$ cat src/rtl/dcache_write_buffer_if.sv
// Cache-side and memory-side handshake bundle for the D-cache write buffer.
// slave = the buffer itself, master = the cache plus slow-memory environment.
interface dcache_write_buffer_if #(
  parameter int AW = 28,
  parameter int DW = 128
);
  logic          cache_read;
  logic          cache_write;
  logic [AW-1:0] cache_addr;
  logic [DW-1:0] cache_wdata;
  logic [DW-1:0] cache_rdata;
  logic          cache_ready;
  logic          mem_read;
  logic          mem_write;
  logic [AW-1:0] mem_addr;
  logic [DW-1:0] mem_wdata;
  logic [DW-1:0] mem_rdata;
  logic          mem_ready;

  modport slave (
    input  cache_read, cache_write, cache_addr, cache_wdata, mem_rdata, mem_ready,
    output cache_rdata, cache_ready, mem_read, mem_write, mem_addr, mem_wdata
  );

  modport master (
    output cache_read, cache_write, cache_addr, cache_wdata, mem_rdata, mem_ready,
    input  cache_rdata, cache_ready, mem_read, mem_write, mem_addr, mem_wdata
  );
endinterface

$ cat src/rtl/dcache_write_buffer.sv
// Coalescing line write-back buffer between the D-cache and slow memory.
// Serves read hits from buffered lines; read misses bypass pending writes.
module dcache_write_buffer #(
  parameter int DEPTH = 4,
  parameter int AW    = 28,
  parameter int DW    = 128
) (
  input  logic                   clk,
  input  logic                   rst,
  dcache_write_buffer_if.slave   bus,
  output logic [$clog2(DEPTH):0] count_o,
  output logic                   empty_o
);
  localparam int PW = $clog2(DEPTH);
  localparam int CW = PW + 1;

  typedef enum logic [1:0] {IDLE, WR, RD, RESP} state_t;

  state_t                   state_q, state_d;
  logic [DEPTH-1:0]         valid_q, valid_d;
  logic [DEPTH-1:0][AW-1:0] addr_q, addr_d;
  logic [DEPTH-1:0][DW-1:0] data_q, data_d;
  logic [PW-1:0]            head_q, head_d, tail_q, tail_d;
  logic [CW-1:0]            count_q, count_d;
  logic                     done_q, done_d;
  logic                     mem_read_q, mem_read_d;
  logic                     mem_write_q, mem_write_d;
  logic [AW-1:0]            mem_addr_q, mem_addr_d;
  logic [DW-1:0]            mem_wdata_q, mem_wdata_d;
  logic [DW-1:0]            rdata_q, rdata_d;

  logic          hit;
  logic [PW-1:0] hit_idx;
  logic          pop, full, can_acc, head_hit;
  logic          wr_req, wr_hit, wr_app, rd_hit, rd_miss;

  always_comb begin
    hit     = 1'b0;
    hit_idx = '0;
    for (int i = 0; i < DEPTH; i++) begin
      if (valid_q[i] && (addr_q[i] == bus.cache_addr)) begin
        hit     = 1'b1;
        hit_idx = i[PW-1:0];
      end
    end
  end

  // A write hitting the head while it is on the memory bus must not
  // change the line under flight; it becomes an append once the head pops.
  assign pop      = (state_q == WR) && bus.mem_ready;
  assign full     = (count_q == CW'(DEPTH));
  assign can_acc  = !done_q && ((state_q == IDLE) || (state_q == WR));
  assign head_hit = hit && (state_q == WR) && (hit_idx == head_q);
  assign wr_req   = can_acc && bus.cache_write && !bus.cache_read;
  assign wr_hit   = wr_req && hit && !head_hit;
  assign wr_app   = wr_req && (!hit || (head_hit && pop)) && (!full || pop);
  assign rd_hit   = can_acc && bus.cache_read && hit;
  assign rd_miss  = can_acc && bus.cache_read && !hit && (state_q == IDLE);

  always_comb begin
    state_d     = state_q;
    valid_d     = valid_q;
    addr_d      = addr_q;
    data_d      = data_q;
    head_d      = head_q;
    tail_d      = tail_q;
    done_d      = 1'b0;
    mem_read_d  = mem_read_q;
    mem_write_d = mem_write_q;
    mem_addr_d  = mem_addr_q;
    mem_wdata_d = mem_wdata_q;
    rdata_d     = rdata_q;
    count_d     = count_q + CW'(wr_app) - CW'(pop);

    if (pop) begin
      valid_d[head_q] = 1'b0;
      head_d          = head_q + PW'(1);
      mem_write_d     = 1'b0;
      state_d         = IDLE;
    end
    if (wr_hit) begin
      data_d[hit_idx] = bus.cache_wdata;
      done_d          = 1'b1;
    end
    // Append after the pop: when full, tail aliases the slot being freed.
    if (wr_app) begin
      valid_d[tail_q] = 1'b1;
      addr_d[tail_q]  = bus.cache_addr;
      data_d[tail_q]  = bus.cache_wdata;
      tail_d          = tail_q + PW'(1);
      done_d          = 1'b1;
    end
    if (rd_hit) begin
      rdata_d = data_q[hit_idx];
      done_d  = 1'b1;
    end

    case (state_q)
      IDLE: begin
        if (rd_miss) begin
          state_d    = RD;
          mem_read_d = 1'b1;
          mem_addr_d = bus.cache_addr;
        end else if (count_q != '0) begin
          state_d     = WR;
          mem_write_d = 1'b1;
          mem_addr_d  = addr_q[head_q];
          mem_wdata_d = (wr_hit && (hit_idx == head_q)) ? bus.cache_wdata : data_q[head_q];
        end
      end
      RD: begin
        if (bus.mem_ready) begin
          state_d    = RESP;
          mem_read_d = 1'b0;
          rdata_d    = bus.mem_rdata;
          done_d     = 1'b1;
        end
      end
      RESP:    state_d = IDLE;
      default: ;
    endcase
  end

  always_ff @(posedge clk or posedge rst) begin
    if (rst) begin
      state_q     <= IDLE;
      valid_q     <= '0;
      addr_q      <= '0;
      data_q      <= '0;
      head_q      <= '0;
      tail_q      <= '0;
      count_q     <= '0;
      done_q      <= 1'b0;
      mem_read_q  <= 1'b0;
      mem_write_q <= 1'b0;
      mem_addr_q  <= '0;
      mem_wdata_q <= '0;
      rdata_q     <= '0;
    end else begin
      state_q     <= state_d;
      valid_q     <= valid_d;
      addr_q      <= addr_d;
      data_q      <= data_d;
      head_q      <= head_d;
      tail_q      <= tail_d;
      count_q     <= count_d;
      done_q      <= done_d;
      mem_read_q  <= mem_read_d;
      mem_write_q <= mem_write_d;
      mem_addr_q  <= mem_addr_d;
      mem_wdata_q <= mem_wdata_d;
      rdata_q     <= rdata_d;
    end
  end

  assign bus.cache_ready = done_q;
  assign bus.cache_rdata = rdata_q;
  assign bus.mem_read    = mem_read_q;
  assign bus.mem_write   = mem_write_q;
  assign bus.mem_addr    = mem_addr_q;
  assign bus.mem_wdata   = mem_wdata_q;
  assign count_o         = count_q;
  assign empty_o         = (count_q == '0);
endmodule

$ cat src/flat_wrapper.sv
// flat-port wrapper written by rule: the top's interface ports become plain ports
module dcache_write_buffer_flat 
#(
  parameter int DEPTH = 4,
  parameter int AW    = 28,
  parameter int DW    = 128
)
  (clk, rst, count_o, empty_o, bus_cache_read, bus_cache_write, bus_cache_addr, bus_cache_wdata, bus_mem_rdata, bus_mem_ready, bus_cache_rdata, bus_cache_ready, bus_mem_read, bus_mem_write, bus_mem_addr, bus_mem_wdata);
  dcache_write_buffer_if #(.AW(AW), .DW(DW)) bus_i ();
  input  logic clk;
  input  logic rst;
  output logic [$clog2(DEPTH):0] count_o;
  output logic empty_o;
  input wire logic [$bits(bus_i.cache_read)-1:0] bus_cache_read;
  input wire logic [$bits(bus_i.cache_write)-1:0] bus_cache_write;
  input wire logic [$bits(bus_i.cache_addr)-1:0] bus_cache_addr;
  input wire logic [$bits(bus_i.cache_wdata)-1:0] bus_cache_wdata;
  input wire logic [$bits(bus_i.mem_rdata)-1:0] bus_mem_rdata;
  input wire logic [$bits(bus_i.mem_ready)-1:0] bus_mem_ready;
  output wire logic [$bits(bus_i.cache_rdata)-1:0] bus_cache_rdata;
  output wire logic [$bits(bus_i.cache_ready)-1:0] bus_cache_ready;
  output wire logic [$bits(bus_i.mem_read)-1:0] bus_mem_read;
  output wire logic [$bits(bus_i.mem_write)-1:0] bus_mem_write;
  output wire logic [$bits(bus_i.mem_addr)-1:0] bus_mem_addr;
  output wire logic [$bits(bus_i.mem_wdata)-1:0] bus_mem_wdata;
  assign bus_i.cache_read = bus_cache_read;
  assign bus_i.cache_write = bus_cache_write;
  assign bus_i.cache_addr = bus_cache_addr;
  assign bus_i.cache_wdata = bus_cache_wdata;
  assign bus_i.mem_rdata = bus_mem_rdata;
  assign bus_i.mem_ready = bus_mem_ready;
  assign bus_cache_rdata = bus_i.cache_rdata;
  assign bus_cache_ready = bus_i.cache_ready;
  assign bus_mem_read = bus_i.mem_read;
  assign bus_mem_write = bus_i.mem_write;
  assign bus_mem_addr = bus_i.mem_addr;
  assign bus_mem_wdata = bus_i.mem_wdata;
  dcache_write_buffer #(.DEPTH(DEPTH), .AW(AW), .DW(DW)) u_core (.clk(clk), .rst(rst), .bus(bus_i), .count_o(count_o), .empty_o(empty_o));
endmodule
$ cat config.mk
export PLATFORM = sky130hd
export DESIGN_NAME = dcache_write_buffer_flat
export DESIGN_NICKNAME = d
export VERILOG_FILES = /design/src/rtl/dcache_write_buffer_if.sv /design/src/rtl/dcache_write_buffer.sv /design/src/flat_wrapper.sv
export SDC_FILE = /design/constraint.sdc
export NUM_CORES = 2
export LEC_CHECK = 0
export CAP_MARGIN = 20
export CORE_MARGIN = 10
export CORE_UTILIZATION = 30
export CTS_CLUSTER_SIZE = 30
export DETAILED_ROUTE_END_ITERATION = 6
export PLACE_DENSITY = 0.5
export SYNTH_ARGS = -nofsm -noshare
export SYNTH_HDL_FRONTEND = slang
export SYNTH_SLANG_ARGS = --single-unit
$ cat constraint.sdc
create_clock -name clk -period 76.7 [get_ports clk]
set_clock_uncertainty 0.15 [all_clocks]
set_input_delay 11.505 -clock clk [delete_from_list [all_inputs] [get_ports clk]]
set_output_delay 11.505 -clock clk [all_outputs]
set_load 0.01 [all_outputs]
# Yosys cells after proc, flatten, opt, wreduce, memory -nomap -nowiden
# Cells that the tools add are included.
dict set report totals {
  register_bits 924
  latchBits 0
  ramBits 0
  mem_bits_ro 0
  output_inout_bits 291
  n_memories 0
}
dict set report classes {
  n_addsub 4
  n_mul 0
  div 0
  magnitude_cmp 6
  n_eq_ne 11
  shift 0
  n_mux 53
  bitwise_logic 4
  reduce_logical 39
}
# operator count
set op_table {}
lappend op_table {{512-bit bitwise mux} 2}
lappend op_table {{128-bit two-way mux} 8}
lappend op_table {{512-bit two-way mux} 2}
lappend op_table {{128-bit binary-select mux with 2-bit select} 2}
lappend op_table {{128-bit demux with 2-bit select} 2}
lappend op_table {{112-bit bitwise mux} 1}
lappend op_table {{28-bit equality test} 4}
lappend op_table {{28-bit two-way mux} 4}
lappend op_table {{28-bit binary-select mux with 2-bit select} 1}
lappend op_table {{28-bit demux with 2-bit select} 1}
lappend op_table {{1-bit logical AND} 23}
lappend op_table {{1-bit two-way mux} 18}
lappend op_table {{2-bit two-way mux} 6}
lappend op_table {{2-bit by 3-bit < comparator with 1-bit output (second input constant)} 3}
lappend op_table {{4-bit two-way mux} 2}
lappend op_table {{2-bit by 1-bit greater-or-equal comparator with 1-bit output (second input constant)} 3}
lappend op_table {{2-bit case mux with 3 select lines} 1}
lappend op_table {{3-bit AND reduction} 2}
lappend op_table {{1-bit logical NOT} 5}
lappend op_table {{2-bit by 1-bit adder with 2-bit output (second input constant)} 2}
lappend op_table {{4-bit AND} 1}
lappend op_table {{1-bit demux with 2-bit select} 2}
lappend op_table {{2-bit equality test (second input constant)} 2}
lappend op_table {{4-bit inverter} 1}
lappend op_table {{other kinds (16)} 19}

# Logic depth before layout (Yosys ltp)
dict set report logic_depth {
  depth_word 16
  mapped_depth 14
}

# Least setup slack after synthesis
# Ideal clock, no wire load.
dict set report synth_path {
  path_type {input to register}
  startpoint {input port bus_cache_addr[17]}
  endpoint {register u_core.data_q[226] (netlist bit)}
  setup_time_ps 125
  arrival_ps 14057
  t_required_ps 76425
  path_slack_ps 62368
  cell_stages 12
  path_buffers 3
  path_cell_list {buf_4 -> xnor2_2 -> nand2_1 -> or3b_1 -> or4_4 -> o2111ai_2 -> a311o_4 -> a21bo_2 -> a21boi_2 -> buf_6 -> buf_8 -> mux2_4}
}
# element line
set synth_rtl {}
lappend synth_rtl {{from (decl)} flat_wrapper.sv:16} ;# input wire logic [$bits(bus_i.cache_addr)-1:0] bus_cache_addr;
lappend synth_rtl {{to (signal assigned)} dcache_write_buffer.sv:143} ;# data_q <= data_d;
lappend synth_rtl {{to (decl)} dcache_write_buffer.sv:22} ;# logic [DEPTH-1:0][DW-1:0] data_q, data_d;

==> parameters.txt <==
Parameter                              Value

Timing
  Transition time at the pin with the least slew margin ... ~1.0 ns
  Clock period minus worst slack ... between 15 and 20 ns
  Final setup violation count ... 0
  Unrepaired setup endpoints after global routing ... no
  Fin Setup TNS ... 0 ns
  Relative slew slack ... between 30% and 40%
  Tcrit/Tclk final ... 22.6%
  Pins Over Slew Limit ... 0
  Final hold viol count ... 0
  Peak clock frequency supported by timing ... ~58 MHz

Floorplanning
  Die area ... between 0.15 and 0.2 mm²
  Initial cell density of the core ... a little under a third
  Row count ... 143
  Core outline area ... 0.152 mm²
  Number of top-level design ports ... between 500 and 600
  Die extent in x ... between 400 and 500 µm
  Vert. Die Dim ... between 400 and 500 µm

Yosys
  Top_reg_cell synth ... sky130_fd_sc_hd__dfrtp_1
  Sequential element share of the synthesized area ... approximately half
  Number of warnings reported in the yosys synthesis log ... 0
  Distinct cell type count after synthesis ... 60
  Mapped Area ... 0.0459 mm²
  Synthesized instance count ... between 3000 and 4000
  Flip-flop and latch count after synthesis ... 924
  Post-synthesis async set-or-reset flop share ... 100%
  Syn_nets ... roughly 3800
  Post-synthesis average cell area ... 13.0 µm²
  Number of enable flip-flop cells after synthesis ... 0

Layout
  Growth of design area from synthesis to finish ... 23.9%
  Number of fillers in the final layout ... roughly 15000
  Multi-input gate area ... 0.0213 mm²
  Share of layout cells above drive strength 1 ... 16.9%
  Sequential cell area in the final layout ... about 0.023 mm²
  Nets ... ~4300

Route
  Vias after detailed routing ... 30700
  First DRT Iteration DRCs ... ~1600
  Number of design rule violations left after detail routing ... 0
  Vias per std cell ... roughly 5.0
  Length of the first detailed-routing pass in iterations ... 6
  Remaining number of nets flagged by the antenna check after routing ... 0
  Average routed wire per standard cell ... between 20 and 25 µm
  Wire length reported by the detailed router ... approximately 150000 µm

Setup path
  Kind of start point of the critical path ... input pin
  CP max-delay cell ... sky130_fd_sc_hd__a21bo_2
  Category of cells accounting for the largest share of critical-path delay ... buffers and inverters
  CP bufs+invs ... 3
  Data arrival time of the worst path ... roughly 18 ns
  Cell type with the highest occurrence count on the critical path ... sky130_fd_sc_hd__buf_4
  Max incr delay on CP ... 0.87 ns
  Cell chain of the critical path ... clkdlybuf4s50_1 -> xnor2_1 -> nand4_1 -> nor4_2 -> and4_4 -> nor4b_2 -> nor4_4 -> a21bo_2 -> a21boi_4 -> buf_4 -> buf_4 -> mux2_1
  Category of the most critical setup path ... input pin to register
  Critical Path RT ... 77.15 ns
  Maximum fanout count along the critical path ... 52
  Category of the worst setup path capture point ... register

Clock tree
  CTS resizes ... 0
  CTS tree ... yes
  Post-CTS repair timing setup buffer count ... 0
  Clock Tree Buf Depth ... 3
  Clk_lat worst skew ... about 0.74 ns
  Post-CTS Hold Fix Bufs ... 0
  CTS Root Cell ... sky130_fd_sc_hd__clkbuf_16
  H-Tree Level Count ... 3
  Clock-pin slew on the worst setup and hold paths ... around 0.05 ns
  CTS Buf Count ... 110
  CTS Sinks ... 924

Power
  Leakage power total ... about 24 nW
  Cell Pwr Density ... roughly 42 mW/mm²
  Post-layout total power ... 2.38 mW
  Worst vdd rail ir drop ... ~0.02 mV

Placement
  Count of input and output buffers ... between 500 and 600
  RePlAce Congestion ... roughly 0.8
  Placed wire-length estimate ... ~100000 µm

Global route
  Antenna violations before repair ... 18
  Number of global-route vias before repair ... roughly 32000
  GRT Residual Overflow ... 0
  Maximum number of pins on one net before global-route repair ... between 150 and 200
  Gr usage total ... around 17%
  First-pass GRT wire length ... about 220000 µm

Run
  Max Cap Violations ... 0

Hold path
  Worst min path class ... register to register

Status
  Run status ... complete, no violations
## state kept, by name, indices dropped and copies added (netlist names)
name and flops:
u_core.bus.mem_write 1, u_core.head_q 2, u_core.bus.cache_rdata 128, u_core.valid_q 4
u_core.data_q 512, u_core.count_o 3, u_core.state_q 2, u_core.addr_q 112
u_core.bus.mem_wdata 128, u_core.bus.mem_addr 28, u_core.bus.cache_ready 1, u_core.tail_q 2
u_core.bus.mem_read 1
## power by group
group / total, mW / internal (mW) / switching (mW)
Clock: 0.531 / 0.315 / 0.216
Sequential: 0.909 / 0.724 / 0.185
Combinational: 0.941 / 0.518 / 0.424
Total: 2.38 / 1.56 / 0.825
## cell usage in the layout, fill, tap and decap left out, types with 20 or more instances in the layout
cell	synthesis	layout
sky130_fd_sc_hd__nand2_1	157	155
sky130_fd_sc_hd__clkbuf_1	139	33
sky130_fd_sc_hd__xor2_1	50	50
sky130_fd_sc_hd__clkdlybuf4s50_1	0	579
sky130_fd_sc_hd__mux2_2	152	152
sky130_fd_sc_hd__clkbuf_8	0	22
sky130_fd_sc_hd__xnor2_1	65	65
sky130_fd_sc_hd__buf_4	25	49
sky130_fd_sc_hd__nor4_1	20	20
sky130_fd_sc_hd__mux2_4	130	130
sky130_fd_sc_hd__mux2i_1	284	284
sky130_fd_sc_hd__a21oi_1	158	158
sky130_fd_sc_hd__a211oi_1	129	129
sky130_fd_sc_hd__nand4_1	25	25
sky130_fd_sc_hd__dfrtp_1	924	922
sky130_fd_sc_hd__a22oi_1	127	127
sky130_fd_sc_hd__clkbuf_16	0	110
sky130_fd_sc_hd__nor2_1	169	168
sky130_fd_sc_hd__o21ai_0	258	258
sky130_fd_sc_hd__mux4_2	156	156
sky130_fd_sc_hd__mux2_1	342	342
## kinds of logic (layout without fill, tap and decap cells)
group,count (synthesis),count (layout),synth area share [%]
AO/OA/AOI/OAI,689,689,9.09
flip-flops,924,924,50.3
multiplexers,1064,1064,30.2
other,0,14,0
AND/OR/NAND/NOR,423,423,4.12
buffers and inverters,308,836,3.70
XOR/XNOR,117,117,2.26
adder cells (fa/ha/maj),11,11,0.316
## worst paths after layout
path	from	to	slack [ns]	cells past startpoint
min	u_core.bus.mem_wdata[117]	u_core.bus.mem_wdata[117]	0.32	2
max in group asynchronous	rst	u_core.data_q[34]	61.57	7
max reg2reg	u_core.addr_q[89]	u_core.data_q[206]	70.53	11
min in group asynchronous	rst	u_core.bus.cache_rdata[105]	11.17	2
min reg2reg	u_core.bus.mem_wdata[117]	u_core.bus.mem_wdata[117]	0.32	2
max	bus_cache_addr[1]	u_core.data_q[206]	59.40	12
## Yosys cell counts (37+ instances only)
cell,number,share of area (%)
sky130_fd_sc_hd__a211oi_1,129,2.1
sky130_fd_sc_hd__a21oi_1,158,1.7
sky130_fd_sc_hd__a22oi_1,127,2.1
sky130_fd_sc_hd__buf_1,37,0.30
sky130_fd_sc_hd__buf_2,49,0.53
sky130_fd_sc_hd__buf_6,37,0.91
sky130_fd_sc_hd__clkbuf_1,139,1.1
sky130_fd_sc_hd__dfrtp_1,924,50
sky130_fd_sc_hd__mux2_1,342,8.4
sky130_fd_sc_hd__mux2_2,152,3.7
sky130_fd_sc_hd__mux2_4,130,4.2
sky130_fd_sc_hd__mux2i_1,284,6.2
sky130_fd_sc_hd__mux4_2,156,7.6
sky130_fd_sc_hd__nand2_1,157,1.3
sky130_fd_sc_hd__nor2_1,169,1.4
sky130_fd_sc_hd__o21ai_0,258,2.8
sky130_fd_sc_hd__xnor2_1,65,1.2
sky130_fd_sc_hd__xor2_1,50,0.95
## final cells by class
cell class / instances / area share (%)
multi-input cells: 2304 / 37.3
repair buffers: 634 / 11.1
flip-flops and latches: 924 / 40.6
clock inverters: 26 / 0.765
inverters: 11 / 0.0857
diodes: 14 / 0.0616
clock buffers: 165 / 5.59
well taps: 2030 / 4.46
## layer usage
layer / global-route usage [%] / up-vias / share of wire [%]
li1: - / 14000 / -
met1: 22.3 / 15900 / 44
met2: 28.6 / 646 / 49
met3: 3.70 / 201 / 4.8
met4: 5.07 / 16 / 2.4
met5: 0 / - / 0.070
## worst reg2reg max path: cells and delay by family, from the launching register on
| family | cells | cell delay [ns] |
|---|---|---|
| simple gates | 5 | 2.05 |
| mux | 1 | 0.45 |
| compound gates | 2 | 1.52 |
| flops | 1 | 0.42 |
| buf+inv | 2 | 1.31 |
| xor+xnor | 1 | 0.14 |
## per-stage QoR
stage / utilization (%) / std cells / hold slack (ns) / worst slack (ns) / cell area, µm²
finish: 37.4 / 6108 / 0.324 / 59.40 / 56900
global route: 37.4 / 6103 / 0.349 / 59.04 / 56900
CTS: 37.4 / 6091 / 0.331 / 59.37 / 56800
detailed placement: 35.0 / 5900 / 0.319 / 58.54 / 53200
global placement: 35.0 / 5900 / 0.311 / 58.51 / 53200
floorplan: - / 3536 / 0.287 / 39.06 / 45900
No activity file was read; power rests on OpenSTA's default activity.
